### src/rtl/unidade_controle_exp6_pkg.sv
`default_nettype none
// ============================================================================
// Module      : unidade_controle_exp6_pkg
// Description : State codes, strobe bundle and Moore output decode for the
//               memory-game controller.
// Revision    : 1.0 - initial release
// ============================================================================
package unidade_controle_exp6_pkg;

  localparam int STATE_W = 5;

  // Codes are visible on db_estado and feed the 7-segment debug decoder.
  typedef enum logic [STATE_W-1:0] {
    INICIAL        = 5'h00,
    PREPARACAO     = 5'h01,
    INICIALIZA_MEM = 5'h02,
    INICIO_RODADA  = 5'h03,
    MOSTRA_DADO    = 5'h04,
    PROXIMO_MOSTRA = 5'h05,
    FIM_MOSTRA     = 5'h06,
    ESPERA_JOGADA  = 5'h07,
    REGISTRA       = 5'h08,
    COMPARACAO     = 5'h09,
    PROXIMA_JOGADA = 5'h0A,
    ULTIMA_JOGADA  = 5'h0B,
    ESPERA_NOVA    = 5'h0C,
    ESCREVE_NOVA   = 5'h0D,
    PROXIMA_RODADA = 5'h0E,
    FIM_ACERTOU    = 5'h0F,
    FIM_ERROU      = 5'h10,
    FIM_TIMEOUT    = 5'h11
  } estado_t;

  typedef struct packed {
    logic zera_cl;
    logic conta_cl;
    logic zera_c;
    logic conta_c;
    logic escreve;
    logic zera_r;
    logic registra_r;
    logic espera_timeout;  // gated with the mode bit outside the register
    logic zera_timeout;
    logic conta_exibicao;
    logic zera_exibicao;
    logic registra_modo;
    logic reset_edge;
    logic seletor_leds;
    logic mostra_leds;
    logic botoes_fixo;
    logic pronto;
    logic ganhou;
    logic perdeu;
    logic timeout;
  } strobes_t;

  function automatic strobes_t decodifica(estado_t e);
    strobes_t s;
    s = '0;
    case (e)
      PREPARACAO: begin
        s.zera_cl       = 1'b1;
        s.zera_c        = 1'b1;
        s.zera_r        = 1'b1;
        s.zera_timeout  = 1'b1;
        s.zera_exibicao = 1'b1;
        s.registra_modo = 1'b1;
        s.reset_edge    = 1'b1;
      end
      INICIALIZA_MEM: begin
        s.escreve     = 1'b1;
        s.botoes_fixo = 1'b1;
      end
      INICIO_RODADA: begin
        s.zera_c        = 1'b1;
        s.zera_exibicao = 1'b1;
      end
      MOSTRA_DADO: begin
        s.mostra_leds    = 1'b1;
        s.seletor_leds   = 1'b1;
        s.conta_exibicao = 1'b1;
      end
      PROXIMO_MOSTRA: begin
        s.conta_c       = 1'b1;
        s.zera_exibicao = 1'b1;
      end
      FIM_MOSTRA: begin
        s.zera_c       = 1'b1;
        s.zera_timeout = 1'b1;
        s.zera_r       = 1'b1;
      end
      ESPERA_JOGADA, ESPERA_NOVA: begin
        s.mostra_leds    = 1'b1;
        s.espera_timeout = 1'b1;
      end
      REGISTRA: begin
        s.registra_r   = 1'b1;
        s.zera_timeout = 1'b1;
      end
      PROXIMA_JOGADA: s.conta_c = 1'b1;
      ULTIMA_JOGADA: begin
        s.conta_c      = 1'b1;
        s.zera_timeout = 1'b1;
      end
      ESCREVE_NOVA:   s.escreve  = 1'b1;
      PROXIMA_RODADA: s.conta_cl = 1'b1;
      FIM_ACERTOU: begin
        s.pronto = 1'b1;
        s.ganhou = 1'b1;
      end
      FIM_ERROU: begin
        s.pronto = 1'b1;
        s.perdeu = 1'b1;
      end
      FIM_TIMEOUT: begin
        s.pronto  = 1'b1;
        s.perdeu  = 1'b1;
        s.timeout = 1'b1;
      end
      default: s = '0;
    endcase
    return s;
  endfunction

endpackage
`default_nettype wire

### src/rtl/unidade_controle_exp6_if.sv
`default_nettype none
// ============================================================================
// Module      : unidade_controle_exp6_if
// Description : Controller <-> datapath bundle: status in, strobes out.
// Revision    : 1.0 - initial release
// ============================================================================
interface unidade_controle_exp6_if;
  import unidade_controle_exp6_pkg::*;

  logic iniciar;
  logic fimRodada;
  logic fimTotal;
  logic igual;
  logic jogada_feita;
  logic fimTimeout;
  logic fimExibicao;
  logic configTimeout_reg;

  logic zeraCL, contaCL, zeraC, contaC, escreve, zeraR, registraR;
  logic contaTimeout, zeraTimeout, contaExibicao, zeraExibicao;
  logic registraModo, resetEdgeDetector;
  logic seletorLedsBM, mostraLeds, botoes_fixo;
  logic pronto, ganhou, perdeu, timeout;
  logic [STATE_W-1:0] db_estado;

  // master: the controller; slave: the datapath / game top
  modport master (
    input  iniciar, fimRodada, fimTotal, igual, jogada_feita,
           fimTimeout, fimExibicao, configTimeout_reg,
    output zeraCL, contaCL, zeraC, contaC, escreve, zeraR, registraR,
           contaTimeout, zeraTimeout, contaExibicao, zeraExibicao,
           registraModo, resetEdgeDetector, seletorLedsBM, mostraLeds,
           botoes_fixo, pronto, ganhou, perdeu, timeout, db_estado
  );

  modport slave (
    output iniciar, fimRodada, fimTotal, igual, jogada_feita,
           fimTimeout, fimExibicao, configTimeout_reg,
    input  zeraCL, contaCL, zeraC, contaC, escreve, zeraR, registraR,
           contaTimeout, zeraTimeout, contaExibicao, zeraExibicao,
           registraModo, resetEdgeDetector, seletorLedsBM, mostraLeds,
           botoes_fixo, pronto, ganhou, perdeu, timeout, db_estado
  );

endinterface
`default_nettype wire

### src/rtl/unidade_controle_exp6.sv
`default_nettype none
// ============================================================================
// Module      : unidade_controle_exp6
// Description : Moore controller sequencing the memory-game datapath.
// Revision    : 1.0 - initial release
// ============================================================================
module unidade_controle_exp6
  import unidade_controle_exp6_pkg::*;
(
  input  logic                   clock,
  input  logic                   reset_n,
  unidade_controle_exp6_if.master bus
);

  estado_t  state_q, state_d;
  strobes_t saidas_q, saidas_d;

  always_comb begin
    state_d = state_q;
    case (state_q)
      INICIAL:        if (bus.iniciar) state_d = PREPARACAO;
      PREPARACAO:     state_d = INICIALIZA_MEM;
      INICIALIZA_MEM: state_d = INICIO_RODADA;
      INICIO_RODADA:  state_d = MOSTRA_DADO;
      MOSTRA_DADO:
        if (bus.fimExibicao) state_d = bus.fimRodada ? FIM_MOSTRA : PROXIMO_MOSTRA;
      PROXIMO_MOSTRA: state_d = MOSTRA_DADO;
      FIM_MOSTRA:     state_d = ESPERA_JOGADA;
      // A play arriving together with the timeout takes priority.
      ESPERA_JOGADA:
        if (bus.jogada_feita)                              state_d = REGISTRA;
        else if (bus.fimTimeout && bus.configTimeout_reg)  state_d = FIM_TIMEOUT;
      REGISTRA:       state_d = COMPARACAO;
      COMPARACAO:
        if (!bus.igual)         state_d = FIM_ERROU;
        else if (bus.fimRodada) state_d = bus.fimTotal ? FIM_ACERTOU : ULTIMA_JOGADA;
        else                    state_d = PROXIMA_JOGADA;
      PROXIMA_JOGADA: state_d = ESPERA_JOGADA;
      ULTIMA_JOGADA:  state_d = ESPERA_NOVA;
      ESPERA_NOVA:
        if (bus.jogada_feita)                              state_d = ESCREVE_NOVA;
        else if (bus.fimTimeout && bus.configTimeout_reg)  state_d = FIM_TIMEOUT;
      ESCREVE_NOVA:   state_d = PROXIMA_RODADA;
      PROXIMA_RODADA: state_d = INICIO_RODADA;
      FIM_ACERTOU, FIM_ERROU, FIM_TIMEOUT:
        if (bus.iniciar) state_d = PREPARACAO;
      default:        state_d = INICIAL;
    endcase
    saidas_d = decodifica(state_d);
  end

  // Outputs are decoded from the next state so they flop in step with it.
  always_ff @(posedge clock or negedge reset_n) begin
    if (!reset_n) begin
      state_q  <= INICIAL;
      saidas_q <= '0;
    end else begin
      state_q  <= state_d;
      saidas_q <= saidas_d;
    end
  end

  assign bus.zeraCL            = saidas_q.zera_cl;
  assign bus.contaCL           = saidas_q.conta_cl;
  assign bus.zeraC             = saidas_q.zera_c;
  assign bus.contaC            = saidas_q.conta_c;
  assign bus.escreve           = saidas_q.escreve;
  assign bus.zeraR             = saidas_q.zera_r;
  assign bus.registraR         = saidas_q.registra_r;
  assign bus.contaTimeout      = saidas_q.espera_timeout & bus.configTimeout_reg;
  assign bus.zeraTimeout       = saidas_q.zera_timeout;
  assign bus.contaExibicao     = saidas_q.conta_exibicao;
  assign bus.zeraExibicao      = saidas_q.zera_exibicao;
  assign bus.registraModo      = saidas_q.registra_modo;
  assign bus.resetEdgeDetector = saidas_q.reset_edge;
  assign bus.seletorLedsBM     = saidas_q.seletor_leds;
  assign bus.mostraLeds        = saidas_q.mostra_leds;
  assign bus.botoes_fixo       = saidas_q.botoes_fixo;
  assign bus.pronto            = saidas_q.pronto;
  assign bus.ganhou            = saidas_q.ganhou;
  assign bus.perdeu            = saidas_q.perdeu;
  assign bus.timeout           = saidas_q.timeout;
  assign bus.db_estado         = state_q;

endmodule
`default_nettype wire

### src/flat_wrapper.sv
// flat-port wrapper written by rule: the top's interface ports become plain ports
module unidade_controle_exp6_flat import unidade_controle_exp6_pkg::*;
  (clock, reset_n, bus_iniciar, bus_fimRodada, bus_fimTotal, bus_igual, bus_jogada_feita, bus_fimTimeout, bus_fimExibicao, bus_configTimeout_reg, bus_zeraCL, bus_contaCL, bus_zeraC, bus_contaC, bus_escreve, bus_zeraR, bus_registraR, bus_contaTimeout, bus_zeraTimeout, bus_contaExibicao, bus_zeraExibicao, bus_registraModo, bus_resetEdgeDetector, bus_seletorLedsBM, bus_mostraLeds, bus_botoes_fixo, bus_pronto, bus_ganhou, bus_perdeu, bus_timeout, bus_db_estado);
  unidade_controle_exp6_if bus_i ();
  input  logic clock;
  input  logic reset_n;
  input wire logic [$bits(bus_i.iniciar)-1:0] bus_iniciar;
  input wire logic [$bits(bus_i.fimRodada)-1:0] bus_fimRodada;
  input wire logic [$bits(bus_i.fimTotal)-1:0] bus_fimTotal;
  input wire logic [$bits(bus_i.igual)-1:0] bus_igual;
  input wire logic [$bits(bus_i.jogada_feita)-1:0] bus_jogada_feita;
  input wire logic [$bits(bus_i.fimTimeout)-1:0] bus_fimTimeout;
  input wire logic [$bits(bus_i.fimExibicao)-1:0] bus_fimExibicao;
  input wire logic [$bits(bus_i.configTimeout_reg)-1:0] bus_configTimeout_reg;
  output wire logic [$bits(bus_i.zeraCL)-1:0] bus_zeraCL;
  output wire logic [$bits(bus_i.contaCL)-1:0] bus_contaCL;
  output wire logic [$bits(bus_i.zeraC)-1:0] bus_zeraC;
  output wire logic [$bits(bus_i.contaC)-1:0] bus_contaC;
  output wire logic [$bits(bus_i.escreve)-1:0] bus_escreve;
  output wire logic [$bits(bus_i.zeraR)-1:0] bus_zeraR;
  output wire logic [$bits(bus_i.registraR)-1:0] bus_registraR;
  output wire logic [$bits(bus_i.contaTimeout)-1:0] bus_contaTimeout;
  output wire logic [$bits(bus_i.zeraTimeout)-1:0] bus_zeraTimeout;
  output wire logic [$bits(bus_i.contaExibicao)-1:0] bus_contaExibicao;
  output wire logic [$bits(bus_i.zeraExibicao)-1:0] bus_zeraExibicao;
  output wire logic [$bits(bus_i.registraModo)-1:0] bus_registraModo;
  output wire logic [$bits(bus_i.resetEdgeDetector)-1:0] bus_resetEdgeDetector;
  output wire logic [$bits(bus_i.seletorLedsBM)-1:0] bus_seletorLedsBM;
  output wire logic [$bits(bus_i.mostraLeds)-1:0] bus_mostraLeds;
  output wire logic [$bits(bus_i.botoes_fixo)-1:0] bus_botoes_fixo;
  output wire logic [$bits(bus_i.pronto)-1:0] bus_pronto;
  output wire logic [$bits(bus_i.ganhou)-1:0] bus_ganhou;
  output wire logic [$bits(bus_i.perdeu)-1:0] bus_perdeu;
  output wire logic [$bits(bus_i.timeout)-1:0] bus_timeout;
  output wire logic [$bits(bus_i.db_estado)-1:0] bus_db_estado;
  assign bus_i.iniciar = bus_iniciar;
  assign bus_i.fimRodada = bus_fimRodada;
  assign bus_i.fimTotal = bus_fimTotal;
  assign bus_i.igual = bus_igual;
  assign bus_i.jogada_feita = bus_jogada_feita;
  assign bus_i.fimTimeout = bus_fimTimeout;
  assign bus_i.fimExibicao = bus_fimExibicao;
  assign bus_i.configTimeout_reg = bus_configTimeout_reg;
  assign bus_zeraCL = bus_i.zeraCL;
  assign bus_contaCL = bus_i.contaCL;
  assign bus_zeraC = bus_i.zeraC;
  assign bus_contaC = bus_i.contaC;
  assign bus_escreve = bus_i.escreve;
  assign bus_zeraR = bus_i.zeraR;
  assign bus_registraR = bus_i.registraR;
  assign bus_contaTimeout = bus_i.contaTimeout;
  assign bus_zeraTimeout = bus_i.zeraTimeout;
  assign bus_contaExibicao = bus_i.contaExibicao;
  assign bus_zeraExibicao = bus_i.zeraExibicao;
  assign bus_registraModo = bus_i.registraModo;
  assign bus_resetEdgeDetector = bus_i.resetEdgeDetector;
  assign bus_seletorLedsBM = bus_i.seletorLedsBM;
  assign bus_mostraLeds = bus_i.mostraLeds;
  assign bus_botoes_fixo = bus_i.botoes_fixo;
  assign bus_pronto = bus_i.pronto;
  assign bus_ganhou = bus_i.ganhou;
  assign bus_perdeu = bus_i.perdeu;
  assign bus_timeout = bus_i.timeout;
  assign bus_db_estado = bus_i.db_estado;
  unidade_controle_exp6 u_core (.clock(clock), .reset_n(reset_n), .bus(bus_i));
endmodule
### config.mk
export PLATFORM = sky130hd
export DESIGN_NAME = unidade_controle_exp6_flat
export DESIGN_NICKNAME = d
export VERILOG_FILES = /design/src/rtl/unidade_controle_exp6_pkg.sv /design/src/rtl/unidade_controle_exp6_if.sv /design/src/rtl/unidade_controle_exp6.sv /design/src/flat_wrapper.sv
export SDC_FILE = /design/constraint.sdc
export NUM_CORES = 1
export LEC_CHECK = 0
export ABC_CLOCK_PERIOD_IN_PS = 4180
export BUFFER_PORTS_ARGS = -buffer_cell sky130_fd_sc_hd__buf_2
export CAP_MARGIN = 40
export CORE_UTILIZATION = 40
export CTS_BUF_LIST = sky130_fd_sc_hd__clkbuf_4 sky130_fd_sc_hd__clkbuf_8
export CTS_CLUSTER_SIZE = 25
export DETAILED_ROUTE_END_ITERATION = 7
export HOLD_SLACK_MARGIN = 0.08
export PLACE_DENSITY = 0.71
export SLEW_MARGIN = 20
export SYNTH_ARGS = -nofsm -noshare
export SYNTH_HDL_FRONTEND = slang
export SYNTH_SLANG_ARGS = --single-unit
### constraint.sdc
create_clock -name clock -period 4.18 [get_ports clock]
set_input_delay 0.627 -clock clock [delete_from_list [all_inputs] [get_ports clock]]
set_output_delay 0.627 -clock clock [all_outputs]
set_load 0.01 [all_outputs]
==> run_results.csv, run 1 <==
group,metric,value,unit
finish,multiInputGateArea,558,µm²
run_status,violations,"design-rule violations",
clock_network,reg_clk_slew_reported_paths,0.12,ns
flow_run,max_cap_viol_count,0,
clock_network,ctsResizeCount,0,
synthesis,synth_compound_gate_area_share,19.2,%
clock_network,cts-root-buf,"clkbuf_4",
place,placed_cell_area,1360,µm²
finish,fill_cells,274,
worst_setup_path,slowest_stage,"dfrtp_1",
synthesis,yosysWarningCount,0,
clock_network,clock_sinks,22,
power_and_ir_drop,power,1.07,mW
synthesis,synth_cells,120,
global_route,wire_length_of_the_first_global_routing_pass,4800,µm
timing,timing.slew.headroom,66.1,%
timing,max_freq,441,MHz
synthesis,synth_fp_nets,130,
clock_network,cts_made_buffers,3,
place,dp_hpwl,2050,µm
floorplan,die_w,56.7,µm
floorplan,initial_core_util,42.6,%
synthesis,synthesis.area,1200,µm²
detailed_routing,drt-vias-per-instance,5.75,
detailed_routing,drt.antenna.violating_nets,0,
timing,hold_ws,0.245,ns
floorplan,die-height,56.7,µm
detailed_routing,wirelength,2780,µm
finish,largest_register_ffs,5,
finish,post_route_cells_drive_above_1_share,34.7,%
timing,final_max_slew_viol_count,0,
power_and_ir_drop,seqPwrFrac,34.2,%
synthesis,synth_simple_gate_area_share,25.6,%
power_and_ir_drop,p_clk_share,10.9,%
floorplan,die_area,3210,µm²
worst_setup_path,timing.reg2reg.worst_path_depth,6,
worst_setup_path,peak_fanout_along_the_critical_path,17,
finish,antenna-diode-count,0,
place,portBuffers,34,
clock_network,tritoncts,"yes",
global_route,global_route.usage.total,19.1,%
timing,setup_viol,0,
timing,period_share,54.2,%
timing,worst_pin_slew,0.505,ns
timing,fin_tns_setup,0,ns
power_and_ir_drop,power_report.internal_total,0.584,mW
worst_setup_path,criticalPathCategory,"reg -> reg",
clock_network,cts_post_setup_buffers_inserted,0,
floorplan,rows,19,
worst_setup_path,cell_breakdown_of_the_critical_path,"or3b_2 > a21oi_1 > a221o_2 > or2_4 > or3_4 > a21boi_2",
finish,seqCellArea,551,µm²
synthesis,synth-async-reset-ratio,100,%
worst_setup_path,reg2reg_slack,1.91,ns
worst_setup_path,critical_path_arrival,2.52,ns
worst_setup_path,rr_startpoint,"u_core.bus.db_estado[1]$_DFF_PN0_",
place,weighted_congestion_reported_at_the_end_of_routability_driven_placement,0.867,
synthesis,unique_cell_type_count_in_the_yosys_netlist,46,
power_and_ir_drop,switching_power,0.487,mW
synthesis,xor_xnor_fraction_of_synth_area,0,%
hold_path,hp-class,"in -> async",
floorplan,i_o_pins,35,
synthesis,synth_top_family_by_area,"simple AND/OR/NAND/NOR gates",
clock_network,cts_hold_repair.buffers,0,
synthesis,postSynthAreaPerCell,9.97,µm²
synthesis,ys_seq_area_share,46.0,%
detailed_routing,drtPass1Iterations,6,
finish,finalNetCount,161,
power_and_ir_drop,power_switching_share,45.5,%
global_route,global_route.overflow_total,0,
detailed_routing,num_vias,1041,
worst_setup_path,critPathCaptureType,"flop",
finish,total_non_filler_cell_area_in_the_finished_layout,1400,µm²
finish,synthToLayoutAreaGrowth,16.6,%
clock_network,clock_insertion_delay_worst_skew,0.31,ns
worst_setup_path,cp-start-kind,"flop",
worst_setup_path,crit_start,"u_core.bus.db_estado[1]$_DFF_PN0_",
timing,hold_viol_final,0,
synthesis,synth-adder-area-share,0,%
synthesis,ys_ff_latch,22,
global_route,grt_max_degree,23,
clock_network,maximum_level_of_the_cts_h_tree,1,
synthesis,synth_enable_flop_cells,0,
run_status,status,"complete, but fails checks",
global_route,grt_antenna_before_repair,0,
worst_setup_path,crit-reg2reg-capture,"u_core.saidas_q[12]$_DFF_PN0_",
global_route,vias_in_the_first_global_route,996,
power_and_ir_drop,reported_leakage_power,0.724,nW
timing,setup_repair_after_global_routing_missed_its_margin,"no",
timing,timing.final.crit_period,2.27,ns
worst_setup_path,worstPathRequired,4.44,ns
clock_network,cts-root-to-sink-buffers,2,
timing,fin_skew,0.0144,ns
synthesis,synthMuxAreaShare,1.78,%
power_and_ir_drop,irDropWorstVdd,0.000473,V
synthesis,synth_ff_type,"dfrtp_1",
power_and_ir_drop,combinationalPowerShare,54.9,%
detailed_routing,remaining_drc_errors,8,
detailed_routing,routedWlPerCell,15.4,µm
floorplan,design.core.area,2810,µm²
power_and_ir_drop,power.density,768,nW/µm²
detailed_routing,detailedRoute.firstIterationViolations,42,
worst_setup_path,critPathMaxStageDelay,0.67,ns
==> worst max-delay path: cells and delay by family, from the launching register on <==
family,cells,cell delay [ns]
flip-flops,1,0.67
AND/OR/NAND/NOR,3,0.89
AO/OA/AOI/OAI,3,0.66
==> final cells by class <==
| type | count | area share (%) |
|---|---|---|
| multi-input combinational | 80 | 40.0 |
| inverter | 9 | 2.42 |
| sequential | 22 | 39.5 |
| tap | 31 | 2.78 |
| timing repair buffer | 35 | 12.7 |
| clock buffer | 4 | 2.60 |
==> worst max-delay path by stage <==
stage	end	slack [ns]	depth (start not counted)
floorplan	u_core.bus.mostraLeds$_DFF_PN0_	2.17	6
global placement	u_core.saidas_q[12]$_DFF_PN0_	1.91	7
detailed placement	u_core.saidas_q[12]$_DFF_PN0_	1.90	7
CTS	u_core.saidas_q[12]$_DFF_PN0_	1.94	6
global route	u_core.saidas_q[12]$_DFF_PN0_	1.77	6
finish	u_core.saidas_q[12]$_DFF_PN0_	1.91	6
==> cells by family (layout without fill, tap and decap cells) <==
family	after synthesis	in the layout
AO/OA/AOI/OAI	29	29
buffers and inverters	18	48
flip-flops	22	22
multiplexers	2	2
AND/OR/NAND/NOR	49	49
==> stage by stage <==
stage                     setup slack [ns]  std cells  util [%]
final                                 1.91        181      49.7
after detailed placement              1.90        177      48.4
after CTS                             1.94        181      49.7
after global placement                1.91        177      48.4
after global routing                  1.77        181      49.7
after floorplan                       2.17        120         -
==> cell usage after synthesis, drive strengths merged, types with 2 or more instances <==
| cell type | count | area, µm² |
|---|---|---|
| a21boi | 2 | 22.5 |
| a21o | 2 | 15.0 |
| a21oi | 6 | 33.8 |
| buf | 8 | 50.1 |
| dfrtp | 22 | 551 |
| inv | 9 | 33.8 |
| nand2 | 7 | 26.3 |
| nand2b | 5 | 31.3 |
| nand3 | 4 | 20.0 |
| nand3b | 3 | 22.5 |
| nand4 | 2 | 12.5 |
| nand4b | 2 | 17.5 |
| nor2 | 7 | 26.3 |
| nor2b | 2 | 12.5 |
| nor3 | 4 | 20.0 |
| nor3b | 3 | 27.5 |
| nor4 | 3 | 33.8 |
| o21ai | 2 | 10.0 |
| o31ai | 5 | 37.5 |
| or2 | 2 | 15.0 |
==> layout by cell type, fill, tap and decap left out, types with 2 or more instances in the layout <==
master,count
a21o_1,2
nor3b_1,2
nor4_1,2
buf_2,34
nand3_1,4
inv_1,8
o31ai_1,5
dfrtp_1,22
clkbuf_4,3
nand2b_1,5
o21ai_0,2
nor3_1,4
a21oi_1,5
a21boi_2,2
nor2_1,7
nand3b_1,3
nand4_1,2
nand4b_1,2
nor2b_1,2
nand2_1,7
==> power by group through the flow <==
stage	clock (mW)	sequential [mW]	combinational [mW]
after floorplan	0	0.345	0.454
after global placement	0	0.365	0.568
after detailed placement	0	0.369	0.584
after CTS	0.120	0.366	0.586
after global routing	0.127	0.382	0.648
final	0.117	0.367	0.588
==> routing by layer <==
metal	routed length, µm	global-route usage, %	vias to the layer above
met5	0	0	-
li1	-	-	498
met2	1320	30.1	38
met1	1250	25.3	499
met3	184	5.76	6
met4	32	5.71	0
Note: power is estimated with default switching activity, not from simulation.
==> run 2, diff against run 1 <==
ABC_CLOCK_PERIOD_IN_PS = 2100   (was 4180)
clock period = 2.1 ns   (was 4.18 ns; I/O delays follow)
==> run_results.csv, run 2 (synthesis results as in run 1) <==
group,metric,value,unit
timing,worst_pin_slew,0.537,ns
finish,antenna-diode-count,0,
global_route,global_route.overflow_total,0,
clock_network,maximum_level_of_the_cts_h_tree,1,
timing,fin_skew,0.00706,ns
worst_setup_path,worstPathRequired,2.34,ns
detailed_routing,wirelength,2780,µm
finish,largest_register_ffs,5,
clock_network,cts-root-buf,"clkbuf_4",
timing,fin_tns_setup,0,ns
detailed_routing,drt.antenna.violating_nets,0,
detailed_routing,drt-vias-per-instance,5.49,
power_and_ir_drop,reported_leakage_power,0.795,nW
worst_setup_path,criticalPathCategory,"reg -> reg",
flow_run,max_cap_viol_count,0,
clock_network,cts_made_buffers,3,
finish,finalNetCount,173,
timing,final_max_slew_viol_count,0,
power_and_ir_drop,power,2.41,mW
run_status,status,"complete, but fails checks",
clock_network,cts_post_setup_buffers_inserted,0,
finish,layoutNonFillerInstCount,193,
floorplan,die-height,56.7,µm
clock_network,tritoncts,"yes",
timing,hold_viol_final,0,
worst_setup_path,peak_fanout_along_the_critical_path,4,
floorplan,rows,19,
place,post-place-cells,188,
floorplan,i_o_pins,35,
detailed_routing,drtPass1Iterations,7,
timing,setup_viol,0,
worst_setup_path,cell_breakdown_of_the_critical_path,"or3b_2 > o32a_1 > nor2_1 > nor4_4 > or3_4 > a21boi_2",
finish,mostFrequentLayoutCell,"buf_2",
global_route,grt_max_degree,23,
floorplan,design.core.area,2810,µm²
worst_setup_path,critPathCaptureType,"flop",
detailed_routing,routedWlPerCell,14.4,µm
clock_network,cts-root-to-sink-buffers,2,
floorplan,initial_core_util,42.6,%
global_route,global_route.usage.total,18.5,%
worst_setup_path,cp-start-kind,"flop",
place,weighted_congestion_reported_at_the_end_of_routability_driven_placement,0.919,
power_and_ir_drop,power.density,1590,nW/µm²
finish,fill_cells,253,
clock_network,clock_insertion_delay_worst_skew,0.31,ns
run_status,violations,"design-rule violations",
floorplan,die_area,3210,µm²
timing,timing.final.crit_period,1.98,ns
detailed_routing,detailedRoute.firstIterationViolations,42,
global_route,wire_length_of_the_first_global_routing_pass,4460,µm
global_route,grt_antenna_before_repair,0,
finish,most-common-layout-cells,"buf_2, dfrtp_1, buf_4, inv_1",
power_and_ir_drop,irDropWorstVdd,0.000896,V
finish,post_route_cells_drive_above_1_share,39.5,%
finish,synthToLayoutAreaGrowth,26.9,%
timing,setup_repair_after_global_routing_missed_its_margin,"no",
global_route,vias_in_the_first_global_route,969,
place,portBuffers,34,
timing,max_freq,505,MHz
worst_setup_path,slowest_stage,"or3b_2",
detailed_routing,num_vias,1059,
clock_network,reg_clk_slew_reported_paths,0.12,ns
worst_setup_path,critPathMaxStageDelay,0.50,ns
timing,period_share,94.3,%
timing,timing.slew.headroom,63.8,%
place,dp_hpwl,2130,µm
worst_setup_path,critical_path_arrival,2.22,ns
floorplan,die_w,56.7,µm
hold_path,hp-class,"in -> reg",
detailed_routing,remaining_drc_errors,8,
clock_network,clock_sinks,22,
==> run 2: metrics by stage <==
step                utilization, %  hold slack, ns  setup slack, ns  area, µm²
floorplan                        -          0.0194            0.162       1200
global placement              51.8           0.291            0.137       1450
detailed placement            51.8           0.302            0.147       1450
CTS                           54.1           0.366            0.124       1520
global route                  54.1           0.373          0.00413       1520
finish                        54.1           0.373            0.120       1520
==> run 2: power breakdown <==
group / total, mW / switching (mW) / internal [mW]
Combinational: 1.45 / 0.789 / 0.663
Clock: 0.318 / 0.124 / 0.193
Sequential: 0.640 / 0.0887 / 0.552
Total: 2.41 / 1.00 / 1.41
==> run 2: what timing repair did <==
item                       CTS  global route
hold buffers                 1             0
gates resized for setup      0             1
hold endpoints to repair    22             0
setup endpoints to repair    0             2
==> run 2: area by class of cell <==
| type | count | area [µm²] | share of cell area [%] |
|---|---|---|---|
| Multi-Input combinational cell | 80 | 558 | 36.8 |
| Sequential cell | 22 | 552 | 36.4 |
| Timing Repair Buffer | 47 | 283 | 18.6 |
| Tap cell | 31 | 38.8 | 2.56 |
| Inverter | 9 | 33.8 | 2.23 |
| Clock inverter | 1 | 30.0 | 1.98 |
| Clock buffer | 3 | 22.5 | 1.48 |
==> run 2: worst paths after layout <==
path | from | endpoint | slack [ns] | cells after the start
max in group asynchronous | reset_n | u_core.bus.db_estado[2]$_DFF_PN0_ | 1.27 | 2
worst max-delay path | u_core.bus.db_estado[1]$_DFF_PN0_ | u_core.bus.mostraLeds$_DFF_PN0_ | 0.12 | 6
worst min-delay path | bus_fimExibicao | u_core.bus.zeraExibicao$_DFF_PN0_ | 0.37 | 3
min in group asynchronous | reset_n | u_core.bus.zeraExibicao$_DFF_PN0_ | 0.47 | 2
worst min register to register | u_core.bus.db_estado[3]$_DFF_PN0_ | u_core.bus.botoes_fixo$_DFF_PN0_ | 0.58 | 1
worst max register to register | u_core.bus.db_estado[1]$_DFF_PN0_ | u_core.bus.mostraLeds$_DFF_PN0_ | 0.12 | 6
==> run 2: metal layers <==
metal | vias up | wire length [µm] | GRT usage [%]
li1 | 517 | - | -
met1 | 493 | 1200 | 24.4
met2 | 43 | 1340 | 30.1
met3 | 6 | 207 | 5.30
met4 | 0 | 30 | 4.29
met5 | - | 0 | 0
==> run 2: worst max-delay path: cells and delay by family, from the launching register on <==
kind	cells	cell delay, ns
compound gates	2	0.30
simple gates	4	1.19
flops	1	0.43
